## src/rtl/wptr_ctrl.sv

```systemverilog
// wptr_ctrl
// ---------------------------------------------------------------------------
// Write-side pointer controller for an asynchronous FIFO. Everything runs in
// the write clock domain. The block keeps the binary write pointer (used to
// address the RAM) and its Gray-coded copy (handed to the read-side
// synchroniser). It decodes full from the synchronised Gray read pointer, and
// also provides:
//   - a registered fill level
//   - a programmable almost-full flag
//   - a write acknowledge
//   - overflow reporting, as a one-cycle pulse plus a clearable sticky bit
//
// Parameters
//   PTR_WIDTH  address bits, FIFO depth D = 2**PTR_WIDTH (>= 2)
//   AF_LEVEL   level at or above which almost_full asserts (1..D)
//
// Ports
//   wclk         in   write clock, rising edge
//   wrst_n       in   asynchronous active-low reset
//   w_en         in   write request
//   g_rptr_sync  in   Gray read pointer, already synchronised into wclk
//   ovf_clr      in   clears ovf_sticky (a simultaneous overflow wins)
//   b_wptr       out  binary write pointer, low PTR_WIDTH bits address the RAM
//   g_wptr       out  Gray write pointer
//   full         out  FIFO full
//   almost_full  out  wlevel >= AF_LEVEL
//   wlevel       out  occupancy seen from the write side, 0..D
//   wr_ack       out  pulse: a write was accepted on the previous edge
//   wr_ovf       out  pulse: a write was attempted while full
//   ovf_sticky   out  latched overflow indication
// ---------------------------------------------------------------------------
module wptr_ctrl #(
  parameter int PTR_WIDTH = 3,
  parameter int AF_LEVEL  = (1 << PTR_WIDTH) - 2
) (
  input  logic                 wclk,
  input  logic                 wrst_n,
  input  logic                 w_en,
  input  logic [PTR_WIDTH:0]   g_rptr_sync,
  input  logic                 ovf_clr,
  output logic [PTR_WIDTH:0]   b_wptr,
  output logic [PTR_WIDTH:0]   g_wptr,
  output logic                 full,
  output logic                 almost_full,
  output logic [PTR_WIDTH:0]   wlevel,
  output logic                 wr_ack,
  output logic                 wr_ovf,
  output logic                 ovf_sticky
);

  localparam int W = PTR_WIDTH + 1;
  localparam logic [W-1:0] AF_THRESH = W'(AF_LEVEL);

  logic         push;
  logic         ovf_attempt;
  logic [W-1:0] b_next;
  logic [W-1:0] g_next;
  logic [W-1:0] rbin;
  logic [W-1:0] lvl_next;
  logic [W-1:0] full_pattern;
  logic         full_next;
  logic         almost_full_next;

  // The registered full gates the request. A write seen while full is dropped
  // and reported as an overflow. This same push is the RAM write enable.
  assign push        = w_en & ~full;
  assign ovf_attempt = w_en & full;

  // Next pointers. Binary arithmetic wraps naturally at 2**W, and the Gray
  // copy is derived from the binary value so that it only ever steps by one
  // bit.
  assign b_next = b_wptr + {{PTR_WIDTH{1'b0}}, push};
  assign g_next = b_next ^ (b_next >> 1);

  // Gray-to-binary of the read pointer: each binary bit is the XOR of all
  // Gray bits at or above it, evaluated from the MSB down.
  always_comb begin
    rbin        = '0;
    rbin[W-1]   = g_rptr_sync[W-1];
    for (int i = W - 2; i >= 0; i--) begin
      rbin[i] = rbin[i+1] ^ g_rptr_sync[i];
    end
  end

  // Occupancy after this edge. Modulo subtraction keeps it correct across
  // pointer wrap. For legal read pointers it is always in 0..D.
  assign lvl_next = b_next - rbin;

  // Full when the write pointer is exactly one lap ahead. In Gray code that
  // means the two MSBs are inverted and the remaining bits match.
  assign full_pattern = {~g_rptr_sync[W-1:W-2], g_rptr_sync[W-3:0]};
  assign full_next    = (g_next == full_pattern);

  assign almost_full_next = (lvl_next >= AF_THRESH);

  // All outputs are registered. Reset clears every output immediately, and
  // any pointer values in flight are discarded.
  always_ff @(posedge wclk or negedge wrst_n) begin
    if (!wrst_n) begin
      b_wptr      <= '0;
      g_wptr      <= '0;
      full        <= 1'b0;
      almost_full <= 1'b0;
      wlevel      <= '0;
      wr_ack      <= 1'b0;
      wr_ovf      <= 1'b0;
      ovf_sticky  <= 1'b0;
    end else begin
      b_wptr      <= b_next;
      g_wptr      <= g_next;
      full        <= full_next;
      almost_full <= almost_full_next;
      wlevel      <= lvl_next;
      wr_ack      <= push;
      wr_ovf      <= ovf_attempt;
      // A new overflow takes priority over a clear in the same cycle, so an
      // event is never lost.
      if (ovf_attempt) begin
        ovf_sticky <= 1'b1;
      end else if (ovf_clr) begin
        ovf_sticky <= 1'b0;
      end
    end
  end

endmodule
```

## config.mk

```make
export PLATFORM = sky130hd
export DESIGN_NAME = wptr_ctrl
export DESIGN_NICKNAME = d
export VERILOG_FILES = /design/src/rtl/wptr_ctrl.sv
export SDC_FILE = /design/constraint.sdc
export NUM_CORES = 1
export LEC_CHECK = 0
export BUFFER_PORTS_ARGS = -buffer_cell sky130_fd_sc_hd__buf_2
export CORE_UTILIZATION = 45
export DETAILED_ROUTE_END_ITERATION = 10
export PLACE_DENSITY = 0.73
export SLEW_MARGIN = 30
export SYNTH_ARGS = -nofsm -noshare
export SYNTH_HDL_FRONTEND = slang
export SYNTH_SLANG_ARGS = --single-unit
```

## constraint.sdc

```tcl
create_clock -name wclk -period 2.9 [get_ports wclk]
set_clock_uncertainty 0.1 [all_clocks]
set_input_delay 0.145 -clock wclk [delete_from_list [all_inputs] [get_ports wclk]]
set_output_delay 0.145 -clock wclk [all_outputs]
set_load 0.05 [all_outputs]
```

==> impl_metrics.env, run 1 <==
export IMPL_globalplace_congestion=0.747
export IMPL_criticalPathCategory="reg2reg"
export IMPL_vias=482
export IMPL_required_ps=2970
export IMPL_drv_slew=0
export IMPL_drtAntennaViolNets=0
export IMPL_async_flop_share_pct=100
export IMPL_crit_fanout=3
export IMPL_firstDrtPassIters=5
export IMPL_tightest_slew_ps=341
export IMPL_cts_num_sinks=16
export IMPL_cts_buffers=3
export IMPL_synth_seq_cells=16
export IMPL_max_stage_delay_ps=390
export IMPL_crit_chain="nor2b_1 > ha_1 > ha_1 > xor2_2 > ha_1 > a21oi_1 > o21ai_0 > xor3_1 > a21o_1"
export IMPL_insertion_delay_ps=270
export IMPL_maxSlewHeadroom_pct=77.3
export IMPL_synth_edf_count=0
export IMPL_hold_path_startpoint="ovf_clr"
export IMPL_io_buffer_count=24
export IMPL_r2r_slack_ps=640
export IMPL_synth_area_top_cells="dfrtp_1, ha_1, xnor2_1, xor2_1, xor2_2"
export IMPL_antenna_found_initial=0
export IMPL_syn_avg_cell_area_um2=13.2
export IMPL_vias_per_cell=4.77
export IMPL_postCtsResizedCells=0
export IMPL_min_path_type="in2reg"
export IMPL_cts_root_buffer="clkbuf_4"
export IMPL_cts_tree="yes"
export IMPL_syn2layout_area_growth_pct=25.1
export IMPL_wl_per_cell_um=10.9
export IMPL_multi_input_area_um2=308
export IMPL_setup_viol_count_final=0
export IMPL_max_freq_mhz=443
export IMPL_coreArea_um2=1520
export IMPL_grt_usage_pct=14.6
export IMPL_fin_nets=100
export IMPL_worstReg2RegEnd="almost_full"
export IMPL_start_util_pct=48.7
export IMPL_hold_end="ovf_sticky"
export IMPL_wl_um=1100
export IMPL_cts_htree_levels=1
export IMPL_worst_path_max_delay_cell="dfrtp_1"
export IMPL_path_clk_slew_ps=90
export IMPL_drive_above_1_share_pct=37.6
export IMPL_synth_cell_types=19
export IMPL_synth_area_um2=742
export IMPL_synth_warnings=0
export IMPL_layout_area_seq_um2=400
export IMPL_drv_cap=0
export IMPL_fill_cells=125
export IMPL_final_cell_mix="buf_2, dfrtp_1, inv_1"
export IMPL_drc=0
export IMPL_arrival_ps=2330
export IMPL_synthesis_instances=56
export IMPL_yosysSeqAreaShare_pct=54.0
export IMPL_die_h_um=42.6
export IMPL_grt_max_degree=17
export IMPL_synth_top_flop_cell="dfrtp_1"
export IMPL_dp_hpwl_um=911
export IMPL_io_pins=25
export IMPL_fin_tns_setup_ps=0
export IMPL_grt_pass1_vias=455
export IMPL_drt_initial_drc_count=4
export IMPL_path_buf_inv=0
export IMPL_period_share_pct=77.9
export IMPL_insertedDiodeCount=0
export IMPL_netlist_area_leader_share_pct=54.0
export IMPL_final_common_cell="buf_2"
export IMPL_dieArea_um2=1820
export IMPL_synth_top_area_cell="dfrtp_1"
export IMPL_start_kind="register"
export IMPL_r2r_cells=9
export IMPL_finalHoldViolCount=0
export IMPL_std_cell_rows=14
export IMPL_rsz0062_at_grt="no"
export IMPL_crit_family="adder cells"
export IMPL_critPathCaptureType="register"
export IMPL_hold_depth=3
export IMPL_synth_nets=70
export IMPL_path_common_cell="ha_1"
export IMPL_grt_remaining_overflow=0
export IMPL_die_x_um=42.6
export IMPL_grt_pass1_wl_um=1910
export IMPL_status="finished, final reports clean"
export IMPL_cts_buffer_depth=2
export IMPL_period_minus_slack_ps=2260
export IMPL_r2r_start="full"
-- kinds of logic (layout without fill, tap and decap cells) --
| family | Yosys count | count (layout) | share of synthesized area [%] |
|---|---|---|---|
| and+or+nand+nor | 8 | 8 | 6.58 |
| buffers and inverters | 8 | 37 | 4.55 |
| adders and majority gates | 6 | 6 | 11.1 |
| xor gates and xnor gates | 13 | 13 | 19.4 |
| DFF | 16 | 16 | 54.0 |
| AOI/OAI and AO/OA | 5 | 5 | 4.38 |
-- flip-flops by register name (all words and copies together), names as in the netlist --
| signal | count |
|---|---|
| b_wptr | 4 |
| wlevel | 4 |
| g_wptr | 3 |
| almost_full | 1 |
| full | 1 |
| ovf_sticky | 1 |
| wr_ack | 1 |
| wr_ovf | 1 |
-- per-layer routing --
metal | track usage, % | vias to the layer above | wire length, µm
met1 | 18.2 | 231 | 463
li1 | - | 233 | -
met5 | 0 | - | 0
met2 | 23.4 | 16 | 577
met4 | 9.38 | 0 | 25
met3 | 2.59 | 2 | 34
-- what timing repair did --
item	4_1_cts	5_1_grt
hold buffers	1	0
setup buffers	0	0
endpoints found under the hold margin	16	0
-- cell usage after synthesis, types with 2 or more instances --
master,count
a21o_1,2
dfrtp_1,16
ha_1,5
inv_1,7
nand3_1,2
or3_1,2
xnor2_1,5
xor2_1,5
xor2_2,2
-- metrics by stage --
stage	setup WS (ps)	instances	util (%)	hold slack [ps]	instance area (µm²)
after floorplan	320	56	-	-251	742
after global placement	699	96	57.9	-38.2	882
after detailed placement	640	96	57.9	-27.0	882
after CTS	625	101	60.9	27.3	928
after global routing	448	101	60.9	33.2	928
final	641	101	60.9	26.6	928
-- layout make-up --
cell class	count	area share, %
well taps	16	2.16
clock buffers	4	3.91
multi-input cells	32	33.2
inverters	7	2.83
flip-flops and latches	16	43.1
repair buffers	26	14.8
-- worst max path at each step --
stage               start           to  slack [ps]  cells past startpoint
global route         full  almost_full         450                      9
global placement     full  almost_full         700                      9
CTS                  full  almost_full         630                      9
detailed placement   full  almost_full         640                      9
floorplan            full  almost_full         320                      9
finish               full  almost_full         640                      9
-- tightest hold or removal path: cells and delay by family --
kind | cells | cell delay, ps
compound gates | 1 | 90
buf+inv | 2 | 130
Power of run 1 is not shown: default switching activity piles up to over one toggle a cycle in this logic, so the estimate is an artifact.
==> inputs of run 2 (changes only) <==
--- a/config.mk
+++ b/config.mk
@@ -5,10 +5,11 @@
 export SDC_FILE = /design/constraint.sdc
 export NUM_CORES = 1
 export LEC_CHECK = 0
+export ABC_AREA = 1
 export BUFFER_PORTS_ARGS = -buffer_cell sky130_fd_sc_hd__buf_2
 export CORE_UTILIZATION = 45
 export DETAILED_ROUTE_END_ITERATION = 10
-export PLACE_DENSITY = 0.73
+export PLACE_DENSITY = 0.72
 export SLEW_MARGIN = 30
 export SYNTH_ARGS = -nofsm -noshare
 export SYNTH_HDL_FRONTEND = slang
==> constraint.sdc (replaced) <==
create_clock -name wclk -period 2.19 [get_ports wclk]
set_clock_uncertainty 0.1 [all_clocks]
set_input_delay 0.1095 -clock wclk [delete_from_list [all_inputs] [get_ports wclk]]
set_output_delay 0.1095 -clock wclk [all_outputs]
set_load 0.05 [all_outputs]
==> run 2 against run 1 <==
Against the previous run: non-clock buffer count increased by 4; critical path depth grew 1; final cell count grew 45%; critical endpoint unchanged; worst setup slack lost 540 ps; hold slack improved by 21 ps; global-route usage up 4.6 points; die area up 8.4%; routed wire length rose by 53%; critical path type unchanged; synthesized cell count up 59%.
==> impl_metrics.env, run 2 <==
export IMPL_status="finished, final reports clean"
export IMPL_finalHoldViolCount=0
export IMPL_synthesis_instances=89
export IMPL_period_minus_slack_ps=2090
export IMPL_insertion_delay_ps=290
export IMPL_use_met3_pct=2.45
export IMPL_vias=693
export IMPL_synth_xor_area_share_pct=7.29
export IMPL_grt_pass1_wl_um=2590
export IMPL_synth_simple_gate_area_share_pct=21.9
export IMPL_critPathCaptureType="register"
export IMPL_grt_busiest_layer="met2"
export IMPL_maxSlewHeadroom_pct=76.8
export IMPL_cts_root_buffer="clkbuf_4"
export IMPL_insertedDiodeCount=0
export IMPL_firstDrtPassIters=4
export IMPL_synth_seq_cells=16
export IMPL_top_regs="b_wptr (4), wlevel (4), g_wptr (3)"
export IMPL_final_common_cell="buf_2"
export IMPL_yosysMostFrequentCell="nand2_1"
export IMPL_grt_pass1_vias=607
export IMPL_start_kind="register"
export IMPL_drt_initial_drc_count=15
export IMPL_dp_hpwl_um=1170
export IMPL_required_ps=2260
export IMPL_async_flop_share_pct=100
export IMPL_drv_cap=0
export IMPL_drive_above_1_share_pct=32.0
export IMPL_min_path_type="in2reg"
export IMPL_yosysSeqAreaShare_pct=49.6
export IMPL_crit_fanout=6
export IMPL_cts_buffer_depth=2
export IMPL_cts_num_sinks=16
export IMPL_r2r_slack_ps=100
export IMPL_worstReg2RegEnd="almost_full"
export IMPL_hold_path_startpoint="g_rptr_sync[2]"
export IMPL_place_area_um2=960
export IMPL_synth_area_um2=807
export IMPL_hold_end="full"
export IMPL_coreArea_um2=1590
export IMPL_cts_setup_buffers=0
export IMPL_synth_top_family_by_area="simple AND/OR/NAND/NOR gates"
export IMPL_die_x_um=44.4
export IMPL_vias_per_cell=4.75
export IMPL_die_h_um=44.4
export IMPL_max_freq_mhz=479
export IMPL_met1_usage_pct=22.9
export IMPL_synth_top_area_cell="dfrtp_1"
export IMPL_cts_tree="yes"
export IMPL_synthMuxAreaShare_pct=0
export IMPL_synth_warnings=0
export IMPL_grt_usage_pct=19.2
export IMPL_r2r_cells=10
export IMPL_fin_nets=137
export IMPL_arrival_ps=2160
export IMPL_std_cell_rows=14
export IMPL_hold_depth=4
export IMPL_grt_max_degree=17
export IMPL_setup_viol_count_final=0
export IMPL_synth_top_flop_cell="dfrtp_1"
export IMPL_final_cell_mix="buf_2, nand2_1, inv_1"
export IMPL_synth_edf_count=0
export IMPL_io_buffer_count=24
export IMPL_drc=0
export IMPL_grt_remaining_overflow=0
export IMPL_path_clk_slew_ps=90
export IMPL_drv_slew=0
export IMPL_stdcell_area_um2=1070
export IMPL_cts_buffers=3
export IMPL_period_share_pct=95.3
export IMPL_globalplace_congestion=0.757
export IMPL_cts_htree_levels=1
export IMPL_synth_nets=103
export IMPL_criticalPathCategory="reg2reg"
export IMPL_syn2layout_area_growth_pct=32.2
export IMPL_wl_um=1680
export IMPL_synth_area_top_cells="dfrtp_1, nand2_1, nand3_1, inv_1, ha_1"
export IMPL_r2r_start="full"
export IMPL_tightest_slew_ps=348
export IMPL_synth_fa_ha_area_share_pct=10.2
export IMPL_synth_top_cells_by_count="nand2_1, inv_1, dfrtp_1"
export IMPL_io_pins=25
export IMPL_netlist_area_leader_share_pct=49.6
export IMPL_syn_avg_cell_area_um2=9.07
export IMPL_synth_cell_types=17
export IMPL_dieArea_um2=1970
export IMPL_met2_usage_pct=31.5
export IMPL_wl_per_cell_um=11.5
export IMPL_drtAntennaViolNets=0
export IMPL_antenna_found_initial=0
export IMPL_synth_compound_area_share_pct=2.17
export IMPL_start_util_pct=50.6
[run 2: worst max-delay path by stage]
stage,start,to,slack [ps],depth (start not counted)
4_1_cts,full,almost_full,20,11
6_report,full,almost_full,100,10
2_1_floorplan,full,almost_full,8,8
3_5_place_dp,full,almost_full,-40,11
3_3_place_gp,full,almost_full,-10,11
5_1_grt,full,almost_full,-30,11
[run 2: layout make-up]
type | instances | area [µm²]
Sequential cell | 16 | 403
Tap cell | 24 | 30.0
Clock buffer | 4 | 26.3
Multi-Input combinational cell | 55 | 367
Fill cell | 125 | 527
Inverter | 17 | 63.8
Timing Repair Buffer | 30 | 178
[run 2: repair_timing]
item                                    4_1_cts  5_1_grt
pin swaps                                     0        1
hold endpoints to repair                     19        0
endpoints found under the setup margin        2        2
gates resized for setup                       3        4
cloned                                        0        0
hold buffers                                  5        0
[run 2: cell families after synthesis]
logic type,Yosys count
AO/OA/AOI/OAI,3
XOR/XNOR,5
flip-flops,16
adder cells (fa/ha/maj),6
AND/OR/NAND/NOR,41
buffers and inverters,18
[run 2: per-stage QoR]
step           instances  hold WS (ps)  util [%]  setup WS (ps)  setup TNS [ps]
6_report             146          47.9      67.0            103               0
2_1_floorplan         89          -286         -           7.76               0
3_3_place_gp         137         -68.4      60.2          -13.4           -13.4
4_1_cts              146          61.2      65.5           16.7               0
5_1_grt              146          44.1      67.0          -28.2           -28.2
3_5_place_dp         137         -63.6      60.2          -37.2           -67.3
[run 2: per-layer routing]
metal | vias up | wire length [µm]
met5 | - | 0
met2 | 23 | 856
li1 | 341 | -
met4 | 0 | 59
met1 | 325 | 706
met3 | 4 | 60
[run 2: critical path: stages (launching register included)]
cell	delay, ps
dfrtp_2	440
nor2_4	130
ha_2	200
ha_2	310
ha_1	300
inv_1	50
o21bai_1	70
a21oi_2	150
inv_1	50
nand2_1	90
nand3_1	80
Power of run 2 is left out for the same reason.
==> inputs of run 3 (changes only) <==
--- a/config.mk
+++ b/config.mk
@@ -6,10 +6,9 @@
 export NUM_CORES = 1
 export LEC_CHECK = 0
 export ABC_AREA = 1
-export BUFFER_PORTS_ARGS = -buffer_cell sky130_fd_sc_hd__buf_2
 export CORE_UTILIZATION = 45
 export DETAILED_ROUTE_END_ITERATION = 10
-export PLACE_DENSITY = 0.72
+export DONT_BUFFER_PORTS = 1
 export SLEW_MARGIN = 30
 export SYNTH_ARGS = -nofsm -noshare
 export SYNTH_HDL_FRONTEND = slang
==> run 3 against run 2 <==
Against the previous run: the flow now finishes with violations (negative hold slack); register-to-register slack better by 50 ps; die area unchanged; count of clock-buffer cells in the layout is the same; global-route usage fell by 2.0 points; critical path depth is the same; core utilization down 4.1 points; hold slack lost 57 ps; fmax increased by 2.0%; non-clock buffer count is 16 lower; via count decreased by 13%; highest routed layer unchanged; sequential share of layout area increased by 2.5 points; final cell count fell by 11%.
==> impl_metrics.env, run 3 (same netlist as run 2, synthesis figures left out) <==
export IMPL_status="finished with violations"
export IMPL_violations="negative hold slack"
export IMPL_criticalPathCategory="in2reg"
export IMPL_whs_ps=-8.92
export IMPL_wl_um=1460
export IMPL_start_kind="primary input"
export IMPL_setup_ws_ps=144
export IMPL_grt_pass1_wl_um=2390
export IMPL_cts_tree="yes"
export IMPL_wl_per_cell_um=11.2
export IMPL_arrival_ps=2170
export IMPL_globalplace_congestion=0.877
export IMPL_std_cell_rows=14
export IMPL_cts_buffers=3
export IMPL_min_path_type="in2reg"
export IMPL_drv_slew=0
export IMPL_fill_cells=144
export IMPL_crit_fanout=3
export IMPL_die_x_um=44.4
export IMPL_critPathCaptureType="register"
export IMPL_cts_htree_levels=1
export IMPL_grt_max_degree=17
export IMPL_max_freq_mhz=489
export IMPL_layout_area_seq_um2=403
export IMPL_insertion_delay_ps=290
export IMPL_cts_num_sinks=16
export IMPL_maxSlewHeadroom_pct=52.6
export IMPL_cts_buffer_depth=2
export IMPL_multi_input_area_um2=359
export IMPL_top_regs="b_wptr (4), wlevel (4), g_wptr (3)"
export IMPL_place_area_um2=892
export IMPL_io_pins=25
export IMPL_hold_path_startpoint="g_rptr_sync[0]"
export IMPL_required_ps=2310
export IMPL_drt_initial_drc_count=5
export IMPL_path_clk_slew_ps=90
export IMPL_worst_path_max_delay_cell="dlygate4sd3_1"
export IMPL_crit_chain="dlygate4sd3_1 > inv_1 > nor2_2 > ha_2 > ha_2 > inv_1 > fa_1 > xnor2_1 > nand2_1 > nand3_1"
export IMPL_period_minus_slack_ps=2050
export IMPL_period_share_pct=93.4
export IMPL_cts_setup_buffers=0
export IMPL_cts_root_buffer="clkbuf_4"
export IMPL_tightest_slew_ps=709
export IMPL_vias=602
export IMPL_firstDrtPassIters=4
export IMPL_final_util_pct=62.9
export IMPL_drive_above_1_share_pct=19.8
export IMPL_dp_slack_ps=34.8
export IMPL_insertedDiodeCount=0
export IMPL_grt_usage_pct=17.2
export IMPL_drv_cap=0
export IMPL_finalHoldViolCount=1
export IMPL_vias_per_cell=4.63
export IMPL_grt_pass1_vias=574
export IMPL_stdcell_area_um2=1000
export IMPL_drc=0
export IMPL_io_buffer_count=0
export IMPL_crit_start="w_en"
export IMPL_start_util_pct=50.6
export IMPL_antenna_found_initial=0
export IMPL_dieArea_um2=1970
export IMPL_grt_remaining_overflow=0
export IMPL_die_h_um=44.4
export IMPL_drtAntennaViolNets=0
export IMPL_syn2layout_area_growth_pct=24.2
export IMPL_fin_nets=121
export IMPL_final_cell_mix="nand2_1, inv_1, nand3_1, dfrtp_1, buf_4"
export IMPL_setup_viol_count_final=0
export IMPL_coreArea_um2=1590
export IMPL_dp_hpwl_um=1090
export IMPL_final_common_cell="nand2_1"
export IMPL_max_stage_delay_ps=560
export IMPL_r2r_start="full"
[run 3: cell count changes in the layout (fill, tap and decap cells not counted), sizes merged]
cell         previous run  this run
buf                    25         8
dlygate4sd3             5         6
[run 3: final cells by class]
class,instances,area share (%)
Clock buffer,4,2.62
Inverter,17,6.37
Multi-Input combinational cell,55,35.8
Sequential cell,16,40.2
Tap cell,24,3.00
Timing Repair Buffer,14,12.0
[run 3: critical path, delay by kind of cell]
| kind | cells | cell delay [ps] |
|---|---|---|
| buf+inv | 3 | 700 |
| xor+xnor | 1 | 190 |
| simple gates | 3 | 190 |
| fa+ha+maj | 3 | 980 |
[run 3: through the flow]
stage | setup TNS [ps] | std cells
after floorplan | 0 | 89
after global placement | 0 | 120
after detailed placement | 0 | 120
after global routing | -9.17 | 130
after CTS | 0 | 130
final | 0 | 130
[run 3: final timing paths]
path	to	slack [ps]	cells after the start
worst min-delay path	full	-9	4
min in group asynchronous	wlevel[0]	200	1
max in group asynchronous	b_wptr[0]	1300	1
worst max register to register	almost_full	150	10
worst max-delay path	almost_full	140	10
worst min register to register	wr_ack	350	1
[run 3: layer usage]
| metal | share of wire [%] | global-route usage (%) |
|---|---|---|
| met3 | 5.6 | 6.12 |
| met4 | 2.5 | 8.48 |
| met2 | 47 | 26.2 |
| met5 | 0 | 0 |
| met1 | 45 | 21.6 |
[run 3: timing repair]
item                                   4_1_cts  5_1_grt
endpoints found under the hold margin       20        0
gates resized for setup                      0        5
setup endpoints to repair                    0        2
hold buffers                                 6        0
Power of run 3 is left out for the same reason.
